<file path="config.mk">
export PLATFORM = sky130hd
export DESIGN_NAME = bus_arbiter
export DESIGN_NICKNAME = d
export VERILOG_FILES = /design/src/rtl/bus_arbiter.sv
export SDC_FILE = /design/constraint.sdc
export NUM_CORES = 1
export LEC_CHECK = 0
export ABC_AREA = 1
export BUFFER_PORTS_ARGS = -buffer_cell sky130_fd_sc_hd__buf_2
export CORE_UTILIZATION = 48
export DETAILED_ROUTE_END_ITERATION = 6
export GPL_TIMING_DRIVEN = 1
export PLACE_DENSITY = 0.95
export SLEW_MARGIN = 15
export SYNTH_ARGS = -nofsm -noshare
export SYNTH_HDL_FRONTEND = slang
export SYNTH_SLANG_ARGS = --single-unit
</file>
<file path="constraint.sdc">
create_clock -name cpu_clk -period 3.5 [get_ports cpu_clk]
set_input_delay 0.525 -clock cpu_clk [delete_from_list [all_inputs] [get_ports cpu_clk]]
set_output_delay 0.525 -clock cpu_clk [all_outputs]
set_load 0.05 [all_outputs]
</file>
<file path="src/rtl/bus_arbiter.sv">
// bus_arbiter: two-master, one-slave round-robin arbiter with a fixed-latency
// slave. Exactly one transaction is in flight at a time. The slave access
// lasts WAIT_CYC cycles, and the granted master then gets a one-cycle ack
// that carries the captured read data.
//
// Ports:
//   cpu_clk, cpu_rst            clock, synchronous active-high reset
//   m0_req/wen/addr/wdata       master 0 request (CPU data port)
//   m0_ack                      master 0 one-cycle completion pulse
//   m1_req/wen/addr/wdata       master 1 request (DMA / debug loader)
//   m1_ack                      master 1 one-cycle completion pulse
//   m_rdata                     captured read data, valid in the ack cycle
//   s_en, s_wen, s_addr,
//   s_wdata, s_rdata            slave (bridge Bus_*) access port
//   busy                        high while in ACCESS or DONE
//   grant_id                    master currently or last granted
module bus_arbiter #(
  parameter int unsigned ADDR_W   = 32,
  parameter int unsigned DATA_W   = 32,
  parameter int unsigned WAIT_CYC = 2
) (
  input  logic              cpu_clk,
  input  logic              cpu_rst,
  input  logic              m0_req,
  input  logic              m0_wen,
  input  logic [ADDR_W-1:0] m0_addr,
  input  logic [DATA_W-1:0] m0_wdata,
  output logic              m0_ack,
  input  logic              m1_req,
  input  logic              m1_wen,
  input  logic [ADDR_W-1:0] m1_addr,
  input  logic [DATA_W-1:0] m1_wdata,
  output logic              m1_ack,
  output logic [DATA_W-1:0] m_rdata,
  output logic              s_en,
  output logic              s_wen,
  output logic [ADDR_W-1:0] s_addr,
  output logic [DATA_W-1:0] s_wdata,
  input  logic [DATA_W-1:0] s_rdata,
  output logic              busy,
  output logic              grant_id
);

  localparam int unsigned CNT_W = 4;
  localparam logic [CNT_W-1:0] LAST_CNT = CNT_W'(WAIT_CYC - 1);

  typedef enum logic [1:0] {
    IDLE   = 2'd0,
    ACCESS = 2'd1,
    DONE   = 2'd2
  } state_t;

  state_t           state;
  logic [CNT_W-1:0] wait_cnt;
  logic             last_served;
  // s_wen only strobes in the first ACCESS cycle, so the read/write
  // direction of the transaction is kept separately for the capture decision.
  logic             xfer_wen;

  logic             any_req_c;
  logic             pick_m1_c;

  // On a tie, the master that was not served last wins.
  assign any_req_c = m0_req | m1_req;
  assign pick_m1_c = m1_req & (~m0_req | ~last_served);

  // Arbitration FSM; every output is a register.
  always_ff @(posedge cpu_clk) begin
    if (cpu_rst) begin
      state       <= IDLE;
      wait_cnt    <= '0;
      last_served <= 1'b1;
      xfer_wen    <= 1'b0;
      grant_id    <= 1'b0;
      m0_ack      <= 1'b0;
      m1_ack      <= 1'b0;
      m_rdata     <= '0;
      s_en        <= 1'b0;
      s_wen       <= 1'b0;
      s_addr      <= '0;
      s_wdata     <= '0;
      busy        <= 1'b0;
    end else begin
      case (state)
        IDLE: begin
          m0_ack <= 1'b0;
          m1_ack <= 1'b0;
          if (any_req_c) begin
            grant_id <= pick_m1_c;
            s_addr   <= pick_m1_c ? m1_addr  : m0_addr;
            s_wdata  <= pick_m1_c ? m1_wdata : m0_wdata;
            s_wen    <= pick_m1_c ? m1_wen   : m0_wen;
            xfer_wen <= pick_m1_c ? m1_wen   : m0_wen;
            s_en     <= 1'b1;
            busy     <= 1'b1;
            wait_cnt <= '0;
            state    <= ACCESS;
          end
        end

        ACCESS: begin
          // Single write strobe: s_wen drops after the first ACCESS cycle.
          s_wen    <= 1'b0;
          wait_cnt <= wait_cnt + CNT_W'(1);
          if (wait_cnt == LAST_CNT) begin
            if (!xfer_wen) begin
              m_rdata <= s_rdata;
            end
            s_en   <= 1'b0;
            m0_ack <= ~grant_id;
            m1_ack <= grant_id;
            state  <= DONE;
          end
        end

        DONE: begin
          m0_ack      <= 1'b0;
          m1_ack      <= 1'b0;
          busy        <= 1'b0;
          last_served <= grant_id;
          state       <= IDLE;
        end

        default: begin
          state <= IDLE;
        end
      endcase
    end
  end

endmodule
</file>
## Yosys cells after proc, flatten, opt, wreduce, memory -nomap -nowiden

Cells that the tools add are included.

- Output and inout bits: 102
- Register bits after elaboration: 110
- Logic and storage cells: 56
- Bits of input ports: 166

- Equality and inequality tests: 5
- Reduce and logical (&&, ||, !) cells: 12
- Mux-type cells: 18
- Bitwise operators: 7
- $add $sub $neg: 1

Operator list:

| operator | number |
|---|---|
| two-way mux 32 bit | 2 |
| case mux 1 bit (2 select lines) | 5 |
| AND reduction 2 bit | 5 |
| case mux 4 bit (2 select lines) | 1 |
| two-way mux 1 bit | 6 |
| AND reduction 3 bit | 2 |
| nonzero test 2 bit | 3 |
| adder 4 x 1 -> 4 bit, second input constant | 1 |
| equality test 4 x 1 -> 1 bit, second input constant | 1 |
| two-way mux 2 bit | 2 |
| two-way mux 4 bit | 1 |
| inequality test 2 bit, second input constant | 2 |
| NOT 1 bit | 4 |
| case mux 2 bit (2 select lines) | 1 |
| equality test 2 x 1 -> 1 bit, second input constant | 1 |
| equality test 2 bit, second input constant | 1 |
| zero test 2 bit | 1 |
| bitwise OR 1 bit | 2 |
| OR reduction 2 bit | 1 |
| bitwise AND 1 bit | 1 |

## Logic depth before layout (Yosys ltp)

- Word-level depth: 6
- Gate-level depth with buffers: 8
- Mapped depth without buffers: 7

## Least setup slack after synthesis

Ideal clock, no wire load.

- Path type: input to register
- Start point: in cpu_rst
- End point: reg s_wdata[16]
- Path buffers: 3
- Setup time: 0.064 ns
- Data required time: 3.436 ns
- Data arrival time: 1.289 ns
- Slack: 2.146 ns
- Cell stages on the path: 6
- Cell sequence: buf_2 -> inv_2 -> buf_4 -> clkbuf_1 -> o21ai_0 -> nor2_1

RTL lines:

| what | RTL line | source |
|---|---|---|
| from (decl) | 23 | `input logic cpu_rst,` |
| to (signal assigned) | 91 | `s_wdata <= pick_m1_c ? m1_wdata : m0_wdata;` |
| to (decl) | 38 | `output logic [DATA_W-1:0] s_wdata,` |

## Final worst setup path

- Start point: reg last_served
- End point: reg s_wdata[21]

- Longest elaborated chain between the ends: 4

Ends and longest elaborated chain:

| what | RTL line | source |
|---|---|---|
| from (decl) | 55 | `logic last_served;` |
| from (signal assigned) | 120 | `last_served <= grant_id;` |
| NOT 1 bit | 65 | `assign pick_m1_c = m1_req & (~m0_req \| ~last_served);` |
| bitwise OR 1 bit | 65 |  |
| bitwise AND 1 bit | 65 |  |
| two-way mux 32 bit | 91 |  |

No other way between the ends.
A chain may end at the register's enable or synchronous reset.

==> out/summary.md <==
The predominant post-synthesis flop cell is sky130_fd_sc_hd__dfxtp_1. Counting distinct cell types in the post-synthesis netlist gives 26. Dividing total power by cell area gives a power density of 507 nW/µm².

The analysis attributes to cell leakage a power of 3.42 nW. The cell count after synthesis came out at 714. The share of synthesized area in the top cell type comes to 44.3%. The routed design uses 6880 µm of met2 wire. For the remaining antenna violation count, the log shows 0.

In the final layout, the share of cells above drive strength 1 is 31.4%. Summed over all nets, the half-perimeter wirelength after detailed placement is 9700 µm. Overall power consumption after layout is estimated at 3.22 mW. In this run the clock root is driven by a sky130_fd_sc_hd__clkbuf_8. Timing would allow up to 593 MHz. The core region is 9910 µm². The number of gates resized after CTS was 0. Library cell with the highest instance count after synthesis: sky130_fd_sc_hd__nand2_1. The share of flip-flops with an asynchronous set or reset came out at 0%. Between clock sinks in the finished design, the worst skew comes to 17.6 ps.

The count of max-cap constraint violations is 0. Sorting the synthesized cells by how often they occur yields sky130_fd_sc_hd__nand2_1, sky130_fd_sc_hd__nor2_1, sky130_fd_sc_hd__dfxtp_1. Counting flops and latches in the post-synthesis netlist gives 110. Buffers inserted during clock tree synthesis total 9. The tools report the total number of vias as 5360. The post-CTS clock slew at the launch and capture registers of the worst setup and hold paths was 110 ps. Data required time of the worst path: 3790 ps.

The tools report the sum of routed wire segments on met1 as 5440 µm. Entering global routing, the biggest net connects 132 pins. The number of hold buffers added after CTS was 0. In this run the tightest slew margin relative to its limit is 28.5%. The highest metal layer with signal wires was met4. The initial antenna violation count came out at 2. The clock period could shrink to 1690 ps. STA classifies the critical path endpoint as a flop.

The flow ran to the end, and the final reports show no timing, DRC or antenna violations. In this run the post-CTS setup repair buffer count came out at 0. In the post-synthesis netlist, the biggest area contributors are sky130_fd_sc_hd__dfxtp_1, sky130_fd_sc_hd__nand2_1, sky130_fd_sc_hd__nor2_1, sky130_fd_sc_hd__a21oi_1, sky130_fd_sc_hd__o21ai_0. For the number of ports placed on the die boundary, the log shows 268.

A synthesized cell averages 6.96 µm². The cell type contributing the most total cell area after synthesis is sky130_fd_sc_hd__dfxtp_1. The initial utilization of the core area, before any placement, comes to 50.2%. The number of nets in the finished design was 1115. The H-tree was split into 3 levels. Relative to the synthesized area, the layout overhead comes to 27.6%. The number of synthesized flops with an enable pin was 0; the final routed wirelength across all metal layers was 13700 µm. Summing all multi-input logic gate instances after layout gives 2240 µm².

Dividing the detail-routed via count by the number of cells gives 4.94. The total standard cell area after synthesis was 4970 µm². Setup repair after global routing left no endpoint under its margin. The area used by sequential logic in the layout is 2200 µm². Wire segments on met3 add up to 955 µm in the final route. The worst path uses 48.2% of the clock period. The run gives 0 as the post-route DRC violation count.

The first routing iteration left 272 violations. TritonCTS built the clock tree. The first-pass GRT wire length is 22000 µm. The number of buffer cells added on primary ports is 267. The tools report the count of pins over their slew limit as 0. The tools report the placer congestion estimate as 0.814. The die is 104 µm wide. Arrival time at the worst endpoint: 1980 ps. The via count of the first global-routing pass was 4789; the peak fanout along the critical path was 64. The sequential fraction of the synthesis area is 44.3%, and the synthesis warning total is 0. STA classifies the critical path startpoint as a flop. The class of the tightest hold or removal check is in -> reg.

For the number of search-and-repair iterations in the first detailed-routing pass, the log shows 5. At the pin with the least slew margin, the transition time is 1070 ps. Clock latency reported for the late side of the worst-skew pair: 360 ps. The run gives 24.9% as the overall fraction of global-route tracks in use. Dividing the detail-routed wire length by the instance count gives 12.6 µm. The leftover overflow at the end of global routing was 0; the number of filler instances in the final layout was 882.

The area enclosed by the die boundary is 10800 µm². Summed over all failing endpoints, the final setup total negative slack is 0 ps. The setup path with the least slack is of type reg -> reg. The total number of clock tree sinks was 110. Across the VDD grid, the largest voltage drop is 293 µV.

The setup-violating endpoint count in the final report was 0; the post-synth net total was 882. Number of placement rows: 36. The clock tree buffer depth came out at 2. The vertical die dimension was 104 µm; the number of hold-slack violations in the final timing report was 0.
[worst paths after layout]
| path | from | depth (start not counted) | to | slack, ps |
|---|---|---|---|---|
| setup / recovery | last_served | 5 | s_wdata[21] | 1810 |
| hold / removal | m1_addr[30] | 3 | s_addr[30] | 370 |
| setup reg to reg | last_served | 5 | s_wdata[21] | 1810 |
| hold reg to reg | busy | 2 | busy | 480 |
[per-stage QoR]
step	instance area [µm²]	hold WS (ps)	worst slack (ps)	util, %	cells
detailed placement	6170	458	1510	62.2	1069
finish	6340	374	1810	64.0	1086
floorplan	4970	429	2150	-	714
global route	6340	370	1640	64.0	1086
global placement	6170	450	1570	62.2	1069
CTS	6340	352	1820	64.0	1085
[logic make-up (layout without fill, tap and decap cells)]
| logic type | after synthesis | count (layout) | synth area share (%) |
|---|---|---|---|
| buffers and inverters | 92 | 330 | 10.7 |
| AND/OR/NAND/NOR | 367 | 367 | 30.0 |
| AO/OA/AOI/OAI | 143 | 143 | 14.4 |
| flip-flops | 110 | 110 | 44.3 |
| adder cells (fa/ha/maj) | 2 | 2 | 0.503 |
| other | 0 | 1 | 0 |
[critical path, cell delays in order, from the launching register on]
cell                      delay [ps]
sky130_fd_sc_hd__dfxtp_1         340
sky130_fd_sc_hd__nand2_1          90
sky130_fd_sc_hd__nand2_2          60
sky130_fd_sc_hd__inv_2           750
sky130_fd_sc_hd__a21oi_1         200
sky130_fd_sc_hd__nor2_1          120
[sequential cells by signal (all words and copies together), names as in the netlist]
register and cells:
state 2, wait_cnt 4, xfer_wen 1, s_addr 32, last_served 1, grant_id 1, m_rdata 32, s_wen 1
busy 1, m1_ack 1, s_en 1, s_wdata 32, m0_ack 1
[layout make-up]
class,count,area share (%)
diodes,1,0.0395
inverters,41,2.43
well taps,133,2.62
clock inverters,6,0.710
repair buffers,273,22.2
multi-input cells,512,35.3
clock buffers,10,2.01
flip-flops and latches,110,34.7
[power breakdown]
group	switching [mW]	internal (mW)
clock network	0.433	0.265
logic	0.794	0.287
registers	0.0605	1.38
[routing by layer]
metal | GRT usage, % | vias up
met2 | 43.4 | 226
met4 | 12.6 | 0
met5 | 0 | -
met1 | 29.2 | 2356
met3 | 4.66 | 33
li1 | - | 2745
[placed cells by master (no fill, tap or decap), drive strengths merged]
cell and instances:
nand3 7, nand2 185, inv 43, clkbuf 10
clkinv 4, diode 1, a21oi 76, dfxtp 110
nor2 141, o21ai 67, ha 2, or2 1
buf 273, nand3b 1, nand4 32
Power figures use the tool's default switching activity.
